$ cat src/rtl/pc_fetch_unit.sv
// Sequential-PC instruction fetch: issues one imem request at a time from the
// architectural PC and hands each fetched word, paired with its PC, to decode.
module pc_fetch_unit #(
    parameter int                 ADDR_W   = 32,
    parameter logic [ADDR_W-1:0]  RESET_PC = 32'h0000_3000
) (
    input  logic              clk,
    input  logic              rst_n,
    input  logic              stall,
    input  logic              redirect_valid,
    input  logic [ADDR_W-1:0] redirect_pc,
    output logic              imem_req_valid,
    output logic [ADDR_W-1:0] imem_req_addr,
    input  logic              imem_req_ready,
    input  logic              imem_resp_valid,
    input  logic [31:0]       imem_resp_data,
    output logic              inst_valid,
    output logic [ADDR_W-1:0] inst_pc,
    output logic [31:0]       inst_data,
    input  logic              inst_ready
);

    typedef enum logic [1:0] {
        ST_REQ  = 2'd0,
        ST_WAIT = 2'd1,
        ST_HOLD = 2'd2
    } state_t;

    state_t            r_state, w_state_nxt;
    logic              r_run;
    logic [ADDR_W-1:0] r_pc, w_pc_nxt;
    logic [ADDR_W-1:0] r_req_pc, w_req_pc_nxt;
    logic              r_discard, w_discard_nxt;
    logic              r_inst_valid, w_inst_valid_nxt;
    logic [ADDR_W-1:0] r_inst_pc, w_inst_pc_nxt;
    logic [31:0]       r_inst_data, w_inst_data_nxt;
    logic              w_req_valid;
    logic              w_req_fire;
    logic [ADDR_W-1:0] w_redirect_tgt;

    // r_run keeps the request line low until the first edge after reset release
    assign w_req_valid    = r_run && (r_state == ST_REQ) && !stall;
    assign w_req_fire     = w_req_valid && imem_req_ready;
    assign w_redirect_tgt = {redirect_pc[ADDR_W-1:2], 2'b00};

    assign imem_req_valid = w_req_valid;
    assign imem_req_addr  = r_pc;
    assign inst_valid     = r_inst_valid;
    assign inst_pc        = r_inst_pc;
    assign inst_data      = r_inst_data;

    // Next-state and datapath selection; redirect overrides every other event
    always_comb begin
        w_state_nxt      = r_state;
        w_pc_nxt         = r_pc;
        w_req_pc_nxt     = r_req_pc;
        w_discard_nxt    = r_discard;
        w_inst_valid_nxt = r_inst_valid;
        w_inst_pc_nxt    = r_inst_pc;
        w_inst_data_nxt  = r_inst_data;
        if (redirect_valid) begin
            w_pc_nxt         = w_redirect_tgt;
            w_inst_valid_nxt = 1'b0;
            case (r_state)
                ST_REQ: begin
                    // A request accepted this cycle still returns data that must be dropped
                    if (w_req_fire) begin
                        w_state_nxt   = ST_WAIT;
                        w_discard_nxt = 1'b1;
                    end else begin
                        w_state_nxt   = ST_REQ;
                    end
                end
                ST_WAIT: begin
                    if (imem_resp_valid) begin
                        w_state_nxt   = ST_REQ;
                        w_discard_nxt = 1'b0;
                    end else begin
                        w_state_nxt   = ST_WAIT;
                        w_discard_nxt = 1'b1;
                    end
                end
                ST_HOLD: begin
                    w_state_nxt = ST_REQ;
                end
                default: begin
                    w_state_nxt   = ST_REQ;
                    w_discard_nxt = 1'b0;
                end
            endcase
        end else begin
            case (r_state)
                ST_REQ: begin
                    if (w_req_fire) begin
                        w_req_pc_nxt = r_pc;
                        w_pc_nxt     = r_pc + {{(ADDR_W-3){1'b0}}, 3'b100};
                        w_state_nxt  = ST_WAIT;
                    end else begin
                        w_state_nxt  = ST_REQ;
                    end
                end
                ST_WAIT: begin
                    if (imem_resp_valid && r_discard) begin
                        w_discard_nxt = 1'b0;
                        w_state_nxt   = ST_REQ;
                    end else if (imem_resp_valid) begin
                        w_inst_data_nxt  = imem_resp_data;
                        w_inst_pc_nxt    = r_req_pc;
                        w_inst_valid_nxt = 1'b1;
                        w_state_nxt      = ST_HOLD;
                    end else begin
                        w_state_nxt = ST_WAIT;
                    end
                end
                ST_HOLD: begin
                    if (inst_ready) begin
                        w_inst_valid_nxt = 1'b0;
                        w_state_nxt      = ST_REQ;
                    end else begin
                        w_state_nxt = ST_HOLD;
                    end
                end
                default: begin
                    w_state_nxt   = ST_REQ;
                    w_discard_nxt = 1'b0;
                end
            endcase
        end
    end

    // State and datapath registers
    always_ff @(posedge clk or negedge rst_n) begin
        if (!rst_n) begin
            r_state      <= ST_REQ;
            r_run        <= 1'b0;
            r_pc         <= RESET_PC;
            r_req_pc     <= RESET_PC;
            r_discard    <= 1'b0;
            r_inst_valid <= 1'b0;
            r_inst_pc    <= '0;
            r_inst_data  <= 32'h0000_0000;
        end else begin
            r_state      <= w_state_nxt;
            r_run        <= 1'b1;
            r_pc         <= w_pc_nxt;
            r_req_pc     <= w_req_pc_nxt;
            r_discard    <= w_discard_nxt;
            r_inst_valid <= w_inst_valid_nxt;
            r_inst_pc    <= w_inst_pc_nxt;
            r_inst_data  <= w_inst_data_nxt;
        end
    end

endmodule

$ cat config.mk
export PLATFORM = sky130hd
export DESIGN_NAME = pc_fetch_unit
export DESIGN_NICKNAME = d
export VERILOG_FILES = /design/src/rtl/pc_fetch_unit.sv
export SDC_FILE = /design/constraint.sdc
export NUM_CORES = 1
export LEC_CHECK = 0
export CAP_MARGIN = 20
export CORE_MARGIN = 1
export CORE_UTILIZATION = 40
export DETAILED_ROUTE_END_ITERATION = 10
export PLACE_DENSITY = 0.77
export SETUP_SLACK_MARGIN = 0.15
export SLEW_MARGIN = 40
export SYNTH_ARGS = -nofsm -noshare
export SYNTH_HDL_FRONTEND = slang
export SYNTH_SLANG_ARGS = --single-unit
$ cat constraint.sdc
create_clock -name clk -period 3.5 [get_ports clk]
set_input_delay 0.7 -clock clk [delete_from_list [all_inputs] [get_ports clk]]
set_output_delay 0.7 -clock clk [all_outputs]
set_load 0.005 [all_outputs]
=== Word level (Yosys, flattened, before mapping) ===
Cells that the tools add are included.

* Flip-flop bits (word level): 133
* Logic and storage cells: 57
* Input port bits: 71

* Equality and inequality tests: 9
* Mux-type cells: 22
* Reduce and logical (&&, ||, !) cells: 15
* Add/subtract/negate cells: 1
* Bitwise gates (word level): 2

{| class="wikitable"
|+ Operators by type and width
! cell !! count
|-
| 2-to-1 mux 32 bit || 3
|-
| adder 32 x 3 -> 32 bit, second input constant || 1
|-
| inequality test 3 bit, second input constant || 5
|-
| AND reduction 4 bit || 3
|-
| 2-to-1 mux 1 bit || 10
|-
| 2-to-1 mux 2 bit || 4
|-
| case mux 1 bit (2 select lines) || 3
|-
| case mux 2 bit (3 select lines) || 1
|-
| logical AND 1 bit || 4
|-
| nonzero test 2 bit || 2
|-
| case mux 1 bit (3 select lines) || 1
|-
| AND reduction 3 bit || 1
|-
| nonzero test 3 bit || 1
|-
| == test 2 x 1 -> 1 bit, second input constant || 1
|-
| == test 2 bit, second input constant || 1
|-
| zero test 2 bit || 1
|-
| inequality test 2 x 1 -> 1 bit, second input constant || 1
|-
| inequality test 2 bit, second input constant || 1
|-
| NOT 1 bit || 2
|-
| AND reduction 2 bit || 1
|-
| OR reduction 2 bit || 1
|-
| zero test 1 bit || 1
|}

=== Longest topological paths before layout ===
Gate-level depths: netlist (run 1).

* Depth in word-level cells: 7
* Gate-level depth with buffers: 7

=== Worst setup path before layout (run 1) ===
Ideal clock, no wire load.

* Kind: in2reg
* Start: input port stall
* End: register r_pc[26] (netlist: imem_req_addr[26])
* Required time: 3.418 ns
* Path slack: 0.932 ns
* Setup time: 0.082 ns
* Cell stages on the path: 5
* Arrival: 2.486 ns
* Path through: or4b_4 -> buf_6 -> or4_4 -> or4_1 -> a31oi_1

* Cells in the longest elaborated chain, start to end: 5

{| class="wikitable"
|+ Ends and longest elaborated chain
! element !! RTL line !! source
|-
| start, declared || 9 || <nowiki>input logic stall,</nowiki>
|-
| zero test 1 bit || 42 || <nowiki>assign w_req_valid = r_run && (r_state == ST_REQ) && !stall;</nowiki>
|-
| logical AND 1 bit || 42 ||
|-
| logical AND 1 bit || 43 || <nowiki>assign w_req_fire = w_req_valid && imem_req_ready;</nowiki>
|-
| nonzero test 2 bit (no source line) || - ||
|-
| AND reduction 2 bit (no source line) || - ||
|-
| end signal, assigned || 145 || <nowiki>r_pc <= w_pc_nxt;</nowiki>
|-
| end, declared || 31 || <nowiki>logic [ADDR_W-1:0] r_pc, w_pc_nxt;</nowiki>
|}

Every way passes these cells.
A chain may end at the register's enable or synchronous reset.

=== Worst setup path in the final report (run 1) ===
* Start: input port stall
* End: output port imem_req_valid

* Cells in the longest elaborated chain, start to end: 2

{| class="wikitable"
|+ Ends and longest elaborated chain
! element !! RTL line !! source
|-
| zero test 1 bit || 42 ||
|-
| logical AND 1 bit || 42 ||
|-
| end, declared || 12 || <nowiki>output logic imem_req_valid,</nowiki>
|}

Every way passes these cells.

==> results.sh, run 1 <==
export IMPL_status="finished clean"
export IMPL_path_class="input port to output port"
export IMPL_ir_drop_mv=0.3166
export IMPL_ys_flop_type="dfrtp_1"
export IMPL_critical_path_top_delay_family="buffers and inverters"
export IMPL_num_io_pins=169
export IMPL_vias=4030
export IMPL_cts_tree="yes"
export IMPL_post_cts_buffers=0
export IMPL_yosys_cell_count_top_type="dfrtp_1"
export IMPL_post_synth_cell_area_avg_um2=12.43
export IMPL_start_kind="input port"
export IMPL_vias_per_cell=5.114
export IMPL_fmax_mhz=336.7
export IMPL_crit_top_cell="clkdlybuf4s50_1"
export IMPL_clock_path_buffers=2
export IMPL_drv_slew=0
export IMPL_final_hold_violation_count=0
export IMPL_postCtsHoldBufs=0
export IMPL_grt_usage_pct=19.50
export IMPL_worst_pin_slew_ps=590.2
export IMPL_ant_nets=0
export IMPL_tns_ps=0
export IMPL_final_area_mm2=0.007840
export IMPL_overflow=0
export IMPL_synth_top_area_cell="dfrtp_1"
export IMPL_min_path_type="input port to async pin"
export IMPL_grt_max_degree=77
export IMPL_synth_seq_cells=127
export IMPL_dp_cells=757
export IMPL_r2r_start="imem_req_addr[5]"
export IMPL_syn_to_final_growth_pct=45.35
export IMPL_dieArea_mm2=0.01395
export IMPL_finalSetupViolations=0
export IMPL_crit_required_ps=2800
export IMPL_arrival_ps=2270
export IMPL_clock_skew_ps=7.168
export IMPL_path_buf_inv=3
export IMPL_insertedDiodeCount=0
export IMPL_p_per_area_mw_per_mm2=672.9
export IMPL_placed_cell_area_mm2=0.007242
export IMPL_fin_cells=788
export IMPL_synth_area_mm2=0.005394
export IMPL_crit_path_end_kind="output port"
export IMPL_rsz0062_at_grt="false"
export IMPL_ys_warn_count=0
export IMPL_ctsResizeCount=0
export IMPL_grt_pass1_vias=4126
export IMPL_antenna_found_initial=0
export IMPL_synth_edf_count=0
export IMPL_worstPathMaxFanout=11
export IMPL_ys_seq_area_share_pct=59.01
export IMPL_ys_types=38
export IMPL_crit_slowest_cell="or4b_4"
export IMPL_period_share_pct=84.87
export IMPL_dpl_hpwl_um=8926
export IMPL_gp_congestion=0.8268
export IMPL_first_pass_iters=6
export IMPL_clkSlewWorstSetupHoldPaths_ps=50
export IMPL_drive_gt1_share_pct=22.88
export IMPL_synthTopCellsByArea="dfrtp_1 (57%), mux2_2 (18%), or4_1 (2.6%), o31ai_1 (2.2%), a31oi_1 (2.1%)"
export IMPL_portBuffers=162
export IMPL_clk_latency_ps=400
export IMPL_yosys_area_top_type_share_pct=57.06
export IMPL_min_period_ps=2970
export IMPL_cts_inserted_buffers=17
export IMPL_synth_common_cells="dfrtp_1 (123), mux2_2 (87), nand2_1 (26), nor2_1 (25), clkbuf_1 (23)"
export IMPL_p_leak_nw=3.246
export IMPL_cp_startpoint="stall"
export IMPL_drt_wl_total_um=12780
export IMPL_syn_instance_count=434
export IMPL_synth_async_reset_ratio_pct=100.0
export IMPL_rows=42
export IMPL_drc=0
export IMPL_die_h_um=118.1
export IMPL_holdWs_ps=184.8
export IMPL_max_stage_delay_ps=570
export IMPL_avgRoutedWirePerCell_um=16.21
export IMPL_clkSinkCount=127
export IMPL_drt_iter0_drc=136
export IMPL_grt_pass1_wl_um=21250
export IMPL_htreeDepth=4
export IMPL_max_slew_margin_rel_pct=60.65
export IMPL_finalNetCount=672
export IMPL_core_mm2=0.01319
export IMPL_drv_cap=0
export IMPL_cp_cell_sequence="clkdlybuf4s50_1, or4b_4, clkinv_1, clkdlybuf4s50_1"
export IMPL_start_util_pct=40.89
export IMPL_clockRootBuffer="clkbuf_16"
export IMPL_die_w_um=118.1
==> worst register-to-register path: stages (launching register included) <==
cell     delay [ps]
dfrtp_1         490
nand3_1         250
or4_2           990
or4_1           600
a31oi_1         200
==> per-stage QoR <==
stage	util (%)	total power [mW]	setup slack, ps
2_1_floorplan	-	2.644	932.2
3_3_place_gp	54.67	3.492	365.4
3_5_place_dp	54.90	3.570	344.1
4_1_cts	59.43	5.349	519.9
5_1_grt	59.44	5.557	484.2
6_report	59.44	5.276	529.6
==> path summary, 6_finish.rpt <==
kind | slack (ps) | end | cells after the start
worst max-delay path | 530 | imem_req_valid | 4
worst min-delay path | 180 | inst_data[20] | 1
worst max register to register | 880 | imem_req_addr[28] | 4
worst min register to register | 480 | r_req_pc[13] | 2
max in group asynchronous | 2490 | inst_pc[17] | 3
min in group clk | 480 | r_req_pc[13] | 2
==> cells by family (layout without fill, tap and decap cells) <==
| kind of cell | count (synthesis) | count (layout) | synth area share (%) |
|---|---|---|---|
| xor gates and xnor gates | 9 | 9 | 1.461 |
| DFF | 127 | 127 | 59.01 |
| and+or+nand+nor | 109 | 109 | 10.72 |
| buffers and inverters | 38 | 213 | 3.062 |
| muxes | 88 | 88 | 18.35 |
| other | 2 | 5 | 0.1392 |
| AOI/OAI and AO/OA | 60 | 60 | 7.029 |
| adders and majority gates | 1 | 1 | 0.2319 |
==> metal layers <==
| layer | vias to the layer above | global-route usage, % | wire length [µm] |
|---|---|---|---|
| met5 | - | 0 | 0 |
| met4 | 0 | 7.372 | 164 |
| met3 | 14 | 4.845 | 681 |
| met2 | 131 | 32.24 | 6348 |
| met1 | 1989 | 24.63 | 5580 |
| li1 | 1896 | - | - |
==> where the power goes <==
part	total, mW	switching, mW	internal (mW)
sequential	2.18	0.257	1.92
clock	1.75	0.606	1.15
combinational	1.34	0.385	0.959
total	5.28	1.25	4.03
==> cell usage in the layout, fill, tap and decap left out, types with 5 or more instances in the layout <==
cell,count
clkbuf_16,17
clkdlybuf4s50_1,161
nand4_1,5
inv_1,9
o31ai_1,16
buf_4,8
o21ai_0,19
conb_1,5
a31oi_1,18
dfrtp_1,123
nor2_1,25
mux2_2,87
nand3_1,13
xnor2_1,5
nand2_1,26
or4_1,18
==> final cells by class <==
| cell class | instances | area (µm²) |
|---|---|---|
| Clock inverter | 11 | 140.1 |
| Timing Repair Buffer | 172 | 1734 |
| Inverter | 10 | 37.54 |
| Clock buffer | 20 | 456.7 |
| Sequential cell | 127 | 3183 |
| Tap cell | 176 | 220.2 |
| Multi-Input combinational cell | 272 | 2068 |
| Fill cell | 1090 | 5350 |
==> registers in the layout, summed over array words and instances (netlist names) <==
signal,count
imem_req_addr,30
inst_pc,30
r_state,2
r_req_pc,30
r_run,1
r_discard,1
inst_valid,1
inst_data,32
(Power assumes the default switching activity.)
==> run 2, diff against run 1 <==
Settings changed: PLACE_DENSITY 0.77 to 0.8.
Clock period 3.5 ns to 2.6 ns, I/O delays scaled along.
==> run 2 against run 1 <==
Effect of this change: sequential share of layout area decreased by 0.41 points; die area unchanged; sequential power increased by 34%; non-clock buffer count increased by 14; utilization increased by 0.63 points; via count increased by 1.7%; critical endpoint is now imem_req_addr[26]; largest cell class unchanged; highest routed layer unchanged.
==> results.sh, run 2 (synthesized netlist as in run 1, its figures left out) <==
export IMPL_insertedDiodeCount=0
export IMPL_grt_usage_pct=20.10
export IMPL_clk_latency_ps=410
export IMPL_worstPathMaxFanout=4
export IMPL_drc=0
export IMPL_die_w_um=118.1
export IMPL_drt_iter0_drc=158
export IMPL_timing_final_ws_setup_ps=196.9
export IMPL_crit_path_end_kind="flip-flop"
export IMPL_clkSinkCount=127
export IMPL_drv_slew=0
export IMPL_finalSetupViolations=0
export IMPL_start_kind="input port"
export IMPL_p_leak_nw=3.307
export IMPL_start_util_pct=40.89
export IMPL_min_path_type="input port to async pin"
export IMPL_vias=4098
export IMPL_htreeDepth=4
export IMPL_drive_gt1_share_pct=25.20
export IMPL_overflow=0
export IMPL_dpl_hpwl_um=9357
export IMPL_clkSlewWorstSetupHoldPaths_ps=60
export IMPL_period_share_pct=92.43
export IMPL_status="finished clean"
export IMPL_cts_tree="yes"
export IMPL_min_period_ps=2403
export IMPL_rsz0062_at_grt="false"
export IMPL_arrival_ps=2740
export IMPL_holdWs_ps=35.59
export IMPL_ant_nets=0
export IMPL_fin_util_pct=60.06
export IMPL_drt_wl_total_um=13010
export IMPL_grt_pass1_wl_um=21810
export IMPL_cts_inserted_buffers=17
export IMPL_core_mm2=0.01319
export IMPL_antenna_found_initial=0
export IMPL_syn_to_final_growth_pct=46.88
export IMPL_largest_reg_flops=32
export IMPL_grt_pass1_vias=4282
export IMPL_preCtsSetupSlack_ps=-255.4
export IMPL_gp_congestion=0.8374
export IMPL_fmax_mhz=416.1
export IMPL_portBuffers=162
export IMPL_finalNetCount=686
export IMPL_clock_path_buffers=2
export IMPL_tns_ps=0
export IMPL_dieArea_mm2=0.01395
export IMPL_postCtsHoldBufs=0
export IMPL_reg2reg_depth=5
export IMPL_fillers=1075
export IMPL_ir_drop_mv=0.4528
export IMPL_clockRootBuffer="clkbuf_16"
export IMPL_final_hold_violation_count=0
export IMPL_p_per_area_mw_per_mm2=880.4
export IMPL_num_io_pins=169
export IMPL_most_common_layout_cells="clkdlybuf4s50_1 (160), dfrtp_1 (122), mux2_2 (87)"
export IMPL_final_common_cell="clkdlybuf4s50_1"
export IMPL_avgRoutedWirePerCell_um=16.21
export IMPL_path_class="input port to flip-flop"
export IMPL_drv_cap=0
export IMPL_first_pass_iters=4
export IMPL_crit_required_ps=2930
export IMPL_rows=42
export IMPL_die_h_um=118.1
export IMPL_clock_skew_ps=8.939
export IMPL_vias_per_cell=5.103
export IMPL_grt_max_degree=52
[run 2: cell count changes in the layout (fill, tap and decap cells not counted), moves of 2 or more]
cell,delta
buf_4,+12
buf_6,+3
bufinv_16,-2
clkinv_4,+2
clkinvlp_4,-2
or3_1,-2
or3_4,+2
or4_4,+2
[run 2: power breakdown]
part	total [mW]	leakage [nW]	internal, mW	switching [mW]
sequential	2.93	1.55	2.59	0.346
clock	2.21	0.276	1.38	0.831
combinational	1.83	1.48	1.30	0.529
total	6.98	3.31	5.27	1.71
[run 2: cell type report]
class	count	area (µm²)	area share, %
timing repair buffer	186	1834	23.15
sequential	127	3184	40.19
tap	176	220.2	2.780
clock buffer	22	474.2	5.985
multi-input combinational	272	2085	26.31
inverter	10	37.54	0.4738
clock inverter	10	87.58	1.105
[run 2: routing by layer]
layer  GRT usage (%)  part of all wire, %
met2           33.13                   50
met3           5.717                  6.4
met4           8.253                  1.9
met1           24.71                   42
met5               0                    0
[run 2: per-stage QoR]
step	instances	power [mW]	area, µm²
2_1_floorplan	437	3.559	5405
3_3_place_gp	769	4.718	7321
3_5_place_dp	769	4.816	7321
4_1_cts	803	7.060	7905
5_1_grt	803	7.353	7923
6_report	803	6.975	7923
[run 2: worst paths after layout]
check | from | endpoint | slack [ps]
max in group asynchronous | rst_n | r_state[1] | 1750
min in group clk | r_req_pc[11] | r_req_pc[11] | 470
worst max register to register | r_state[1] | imem_req_addr[26] | 250
worst max-delay path | stall | imem_req_addr[26] | 200
worst min-delay path | rst_n | inst_data[4] | 40
worst min register to register | r_req_pc[11] | r_req_pc[11] | 470
[run 2: what timing repair did]
item	CTS	global route
gates resized for setup	4	4
pin swaps	1	6
setup buffers	2	0
setup endpoints to repair	2	17
[run 2: worst max-delay path, stage by stage]
cell and delay (ps):
clkdlybuf4s50_1 400, or4b_4 500, buf_6 140, or4_4 510, or4_4 490, a31oi_1 170
==> edit 1 (settings of run 2) <==
Reset style: synchronous (`rst_n`), changed in one clocked block.
--- a/src/rtl/pc_fetch_unit.sv
+++ b/src/rtl/pc_fetch_unit.sv
@@ -130,5 +130,5 @@
 
     // State and datapath registers
-    always_ff @(posedge clk or negedge rst_n) begin
+    always_ff @(posedge clk) begin
         if (!rst_n) begin
             r_state      <= ST_REQ;
Check against the original RTL: differs if rst_n is asserted again (counterexample within 4 cycles, from zero or initial values and one cycle with rst_n low); with rst_n held inactive, the same outputs for 4 cycles.
==> edit 1 against run 2 <==
Synthesized area fell by 6.2%; setup slack improved by 0.090 ns; clock skew fell by 0.0023 ns; sequential cell count did not move; wire length rose by 8.7%; sequential share of layout area fell by 6.1 points; hold slack improved by 0.41 ns; design area fell by 6.0%; critical endpoint is now imem_req_valid.
Power is not compared: it rests on default switching activity, and its combinational part moved more than twofold at a synthesized area within 25%.
==> edit 1: results (changes against run 2) <==
[synthesis]
synthTopCellsByArea = dfxtp_1 50%, nand2_1 15%, a21oi_1 11%  ; was dfrtp_1 57%, mux2_2 18%, or4_1 2.6%
synth_common_cells = 204 x nand2_1, 127 x dfxtp_1, 114 x a21oi_1, 36 x clkbuf_1, 21 x o21ai_0  ; was 123 x dfrtp_1, 87 x mux2_2, 26 x nand2_1, 25 x nor2_1, 23 x clkbuf_1
synth_cells = 635  ; was 434
synth-compound-area-share_pct = 15.0  ; was 7.03%
synthXorXnorAreaFrac_pct = 4.85  ; was 1.46%
yosysUniqueCellTypes = 45  ; was 38
ys_seq_area_share_pct = 50.3  ; was 59.0%
synth-adder-area-share_pct = 0.247  ; was 0.232%

[placement]
post_dp_cell_area_mm2 = 0.00689  ; was 0.00732 mm²
dp_slack_ns = 0.252  ; was -0.255 ns

[setup_path]
r2r-start = imem_req_addr[2]  ; was r_state[1]
worstSetupEndpoint = imem_req_valid  ; was imem_req_addr[26]
critPathArrivalTime_ns = 1.79  ; was 2.74 ns
path_max_fanout = 8  ; was 4
rr_worst_depth = 6  ; was 5

[cells_and_area]
fin_cells = 971  ; was 803
finalNetCount = 862  ; was 686

[status]
outcome = finished clean  ; unchanged

[detailed_routing]
drt_first_pass_iters = 5  ; was 4
drt_iter0_drc = 383  ; was 158
wl_met1_um = 6510  ; was 5450 µm
drt_wl_total_um = 14100  ; was 13000 µm
vias_per_cell = 5.00  ; was 5.10

[timing]
finClkSkew_ns = 0.00665  ; was 0.00894 ns
fmax_mhz = 432  ; was 416 MHz

[grt]
grt_pass1_wl_um = 22500  ; was 21800 µm
grt_pass1_vias = 4407  ; was 4282
grt_max_degree = 53  ; was 52
grt_usage_pct = 22.1  ; was 20.1%

[min_path]
hold_class = flip-flop to flip-flop  ; was input pin to asynchronous set/reset pin

[edit 1: changes by cell type after synthesis, sizes merged, moves of 9 or more]
cell    before  now
nand4        5   15
a31oi       18    0
clkbuf      23   36
nor2        25   14
dfxtp        0  127
mux2        87    1
and3         1   10
xor2         4   13
xnor2        5   15
nand2       26  204
o31ai       16    0
dfrtp      123    0
a21oi        2  114
or4         20    0
[edit 1: per-stage QoR]
| stage | power (mW) | hold WS (ns) |
|---|---|---|
| 2_1_floorplan | 2.22 | 0.432 |
| 3_3_place_gp | 2.46 | 0.440 |
| 3_5_place_dp | 2.46 | 0.441 |
| 4_1_cts | 4.68 | 0.446 |
| 5_1_grt | 4.81 | 0.460 |
| 6_report | 4.66 | 0.448 |
[edit 1: power by group through the flow]
| stage | Combinational [mW] | Clock (mW) | Sequential, mW |
|---|---|---|---|
| final | 0.365 | 2.23 | 2.06 |
| after global routing | 0.395 | 2.35 | 2.07 |
| after CTS | 0.366 | 2.26 | 2.06 |
| after detailed placement | 0.362 | 0 | 2.10 |
| after global placement | 0.358 | 0 | 2.10 |
| after floorplan | 0.141 | 0 | 2.08 |
[edit 1: layout make-up]
cell class | instances | area [µm²]
fillers | 1079 | 4710
flip-flops and latches | 127 | 2540
multi-input cells | 467 | 2360
repair buffers | 175 | 1770
clock buffers | 22 | 474
well taps | 168 | 210
clock inverters | 10 | 86.3
inverters | 2 | 7.51
[edit 1: per-layer routing]
metal	up-vias	GRT usage [%]
met5	-	0
met4	0	7.01
met3	17	5.13
met2	168	34.5
met1	2219	30.3
li1	2450	-
[edit 1: critical path, delay by kind of cell, from the launching register on]
kind | cells | cell delay (ns)
buffers and inverters | 1 | 0.53
flip-flops | 1 | 0.37
AND/OR/NAND/NOR | 2 | 0.50
==> edit 2 (flow settings as in run 2) <==
Without the edit above. Change the parameter `ADDR_W` from 32 to 28.
--- a/src/rtl/pc_fetch_unit.sv
+++ b/src/rtl/pc_fetch_unit.sv
@@ -2,5 +2,5 @@
 // architectural PC and hands each fetched word, paired with its PC, to decode.
 module pc_fetch_unit #(
-    parameter int                 ADDR_W   = 32,
+    parameter int                 ADDR_W   = 28,
     parameter logic [ADDR_W-1:0]  RESET_PC = 32'h0000_3000
 ) (
Interface: changed (resized imem_req_addr, inst_pc and redirect_pc); port bits go from 169 to 157. The function was not compared with the original's and may differ.
==> edit 2 against run 2 <==
Register-to-register slack better by 0.27 ns; synthesized area is 9.4% lower; sequential cell count is 12 lower; combinational power is 5% lower; non-clock buffer count is 23 lower; power is 4.7% lower; final cell count is 12% lower; synthesized cell count is 12% lower; core utilization is 0.23 points lower; design area is 9.7% lower; wire length is 13% lower; critical path depth is 4 lower; setup slack better by 0.11 ns; via count is 11% lower; largest cell class unchanged.
==> edit 2: results (changes against run 2) <==
[detailed_routing]
vias = 3646  ; was 4098
wl_per_cell_um = 16.0  ; was 16.2 µm
dr_wl_met2_um = 5570  ; was 6480 µm
drt_iter0_drc = 159  ; was 158
drt_first_pass_iters = 5  ; was 4
dr_wl_met3_um = 726  ; was 830 µm
wl_met1_um = 4830  ; was 5450 µm

[grt]
grtUsageMet1_pct = 23.7  ; was 24.7%
grt_pass1_vias = 3693  ; was 4282
use_met3_pct = 5.99  ; was 5.72%
use_met2_pct = 30.7  ; was 33.1%
grt_usage_pct = 19.1  ; was 20.1%

[power_and_ir_drop]
p_leak_nw = 3.00  ; was 3.31 nW
ir_drop_mv = 0.455  ; was 0.453 mV
p_per_area_mw_per_mm2 = 929  ; was 880 mW/mm²

[cells_and_area]
fill_cells = 989  ; was 1075
finalNetCount = 612  ; was 686
drive_gt1_share_pct = 23.9  ; was 25.2%

[cts]
cts-resized-gates = 0  ; was 4
post_cts_buffers = 0  ; was 2

[setup_path]
regToRegEndpoint = imem_req_addr[17]  ; was imem_req_addr[26]
reg2reg_slack_ns = 0.52  ; was 0.25 ns
path_max_fanout = 7  ; was 4
worstSetupEndpoint = imem_req_valid  ; was imem_req_addr[26]

[synthesis]
synth.avg_cell_area_um2 = 12.7  ; was 12.4 µm²
ys_seq_area_share_pct = 59.0  ; about the same
synthTopCellsByArea = dfrtp_1 57%, mux2_2 19%, dfstp_2 2.2%  ; was dfrtp_1 57%, mux2_2 18%, or4_1 2.6%
synth_common_cells = 111 x dfrtp_1, 82 x mux2_2, 21 x nand2_1, 18 x nor2_1, 18 x o21ai_0  ; was 123 x dfrtp_1, 87 x mux2_2, 26 x nand2_1, 25 x nor2_1, 23 x clkbuf_1
yosysUniqueCellTypes = 33  ; was 38

[placement]
dp.cells = 672  ; was 769
post_dp_cell_area_mm2 = 0.00659  ; was 0.00732 mm²
dp_slack_ns = 0.0997  ; was -0.255 ns
finalWeightedCongestion = 0.778  ; was 0.837
hpwl_um = 8220  ; was 9360 µm

[timing]
finClkSkew_ns = 0.0174  ; was 0.00894 ns
whs_ns = 0.170  ; was 0.0356 ns

[status]
outcome = finished clean  ; unchanged

## edit 2: layout make-up
type                    count  share of cell area, %
flip-flops and latches    115                   40.3
multi-input cells         242                   26.3
repair buffers            163                   22.7
clock buffers              21                   6.43
well taps                 147                   2.57
clock inverters            11                   1.54
inverters                   5                  0.262
## edit 2: critical path: stages, from the launching register on
cell             delay, ns
dfrtp_1               0.47
nor4b_4               0.34
clkdlybuf4s50_1       0.55
## edit 2: kinds of logic (layout without fill, tap and decap cells)
kind of cell / Yosys count / after routing / share of synthesized area [%]
AND/OR/NAND/NOR: 95 / 95 / 10.8
buffers and inverters: 30 / 200 / 2.87
adder cells (fa/ha/maj): 1 / 1 / 0.256
multiplexers: 83 / 83 / 19.1
XOR/XNOR: 9 / 9 / 1.61
AO/OA/AOI/OAI: 49 / 49 / 6.17
flip-flops: 115 / 115 / 59.0
other: 2 / 5 / 0.154
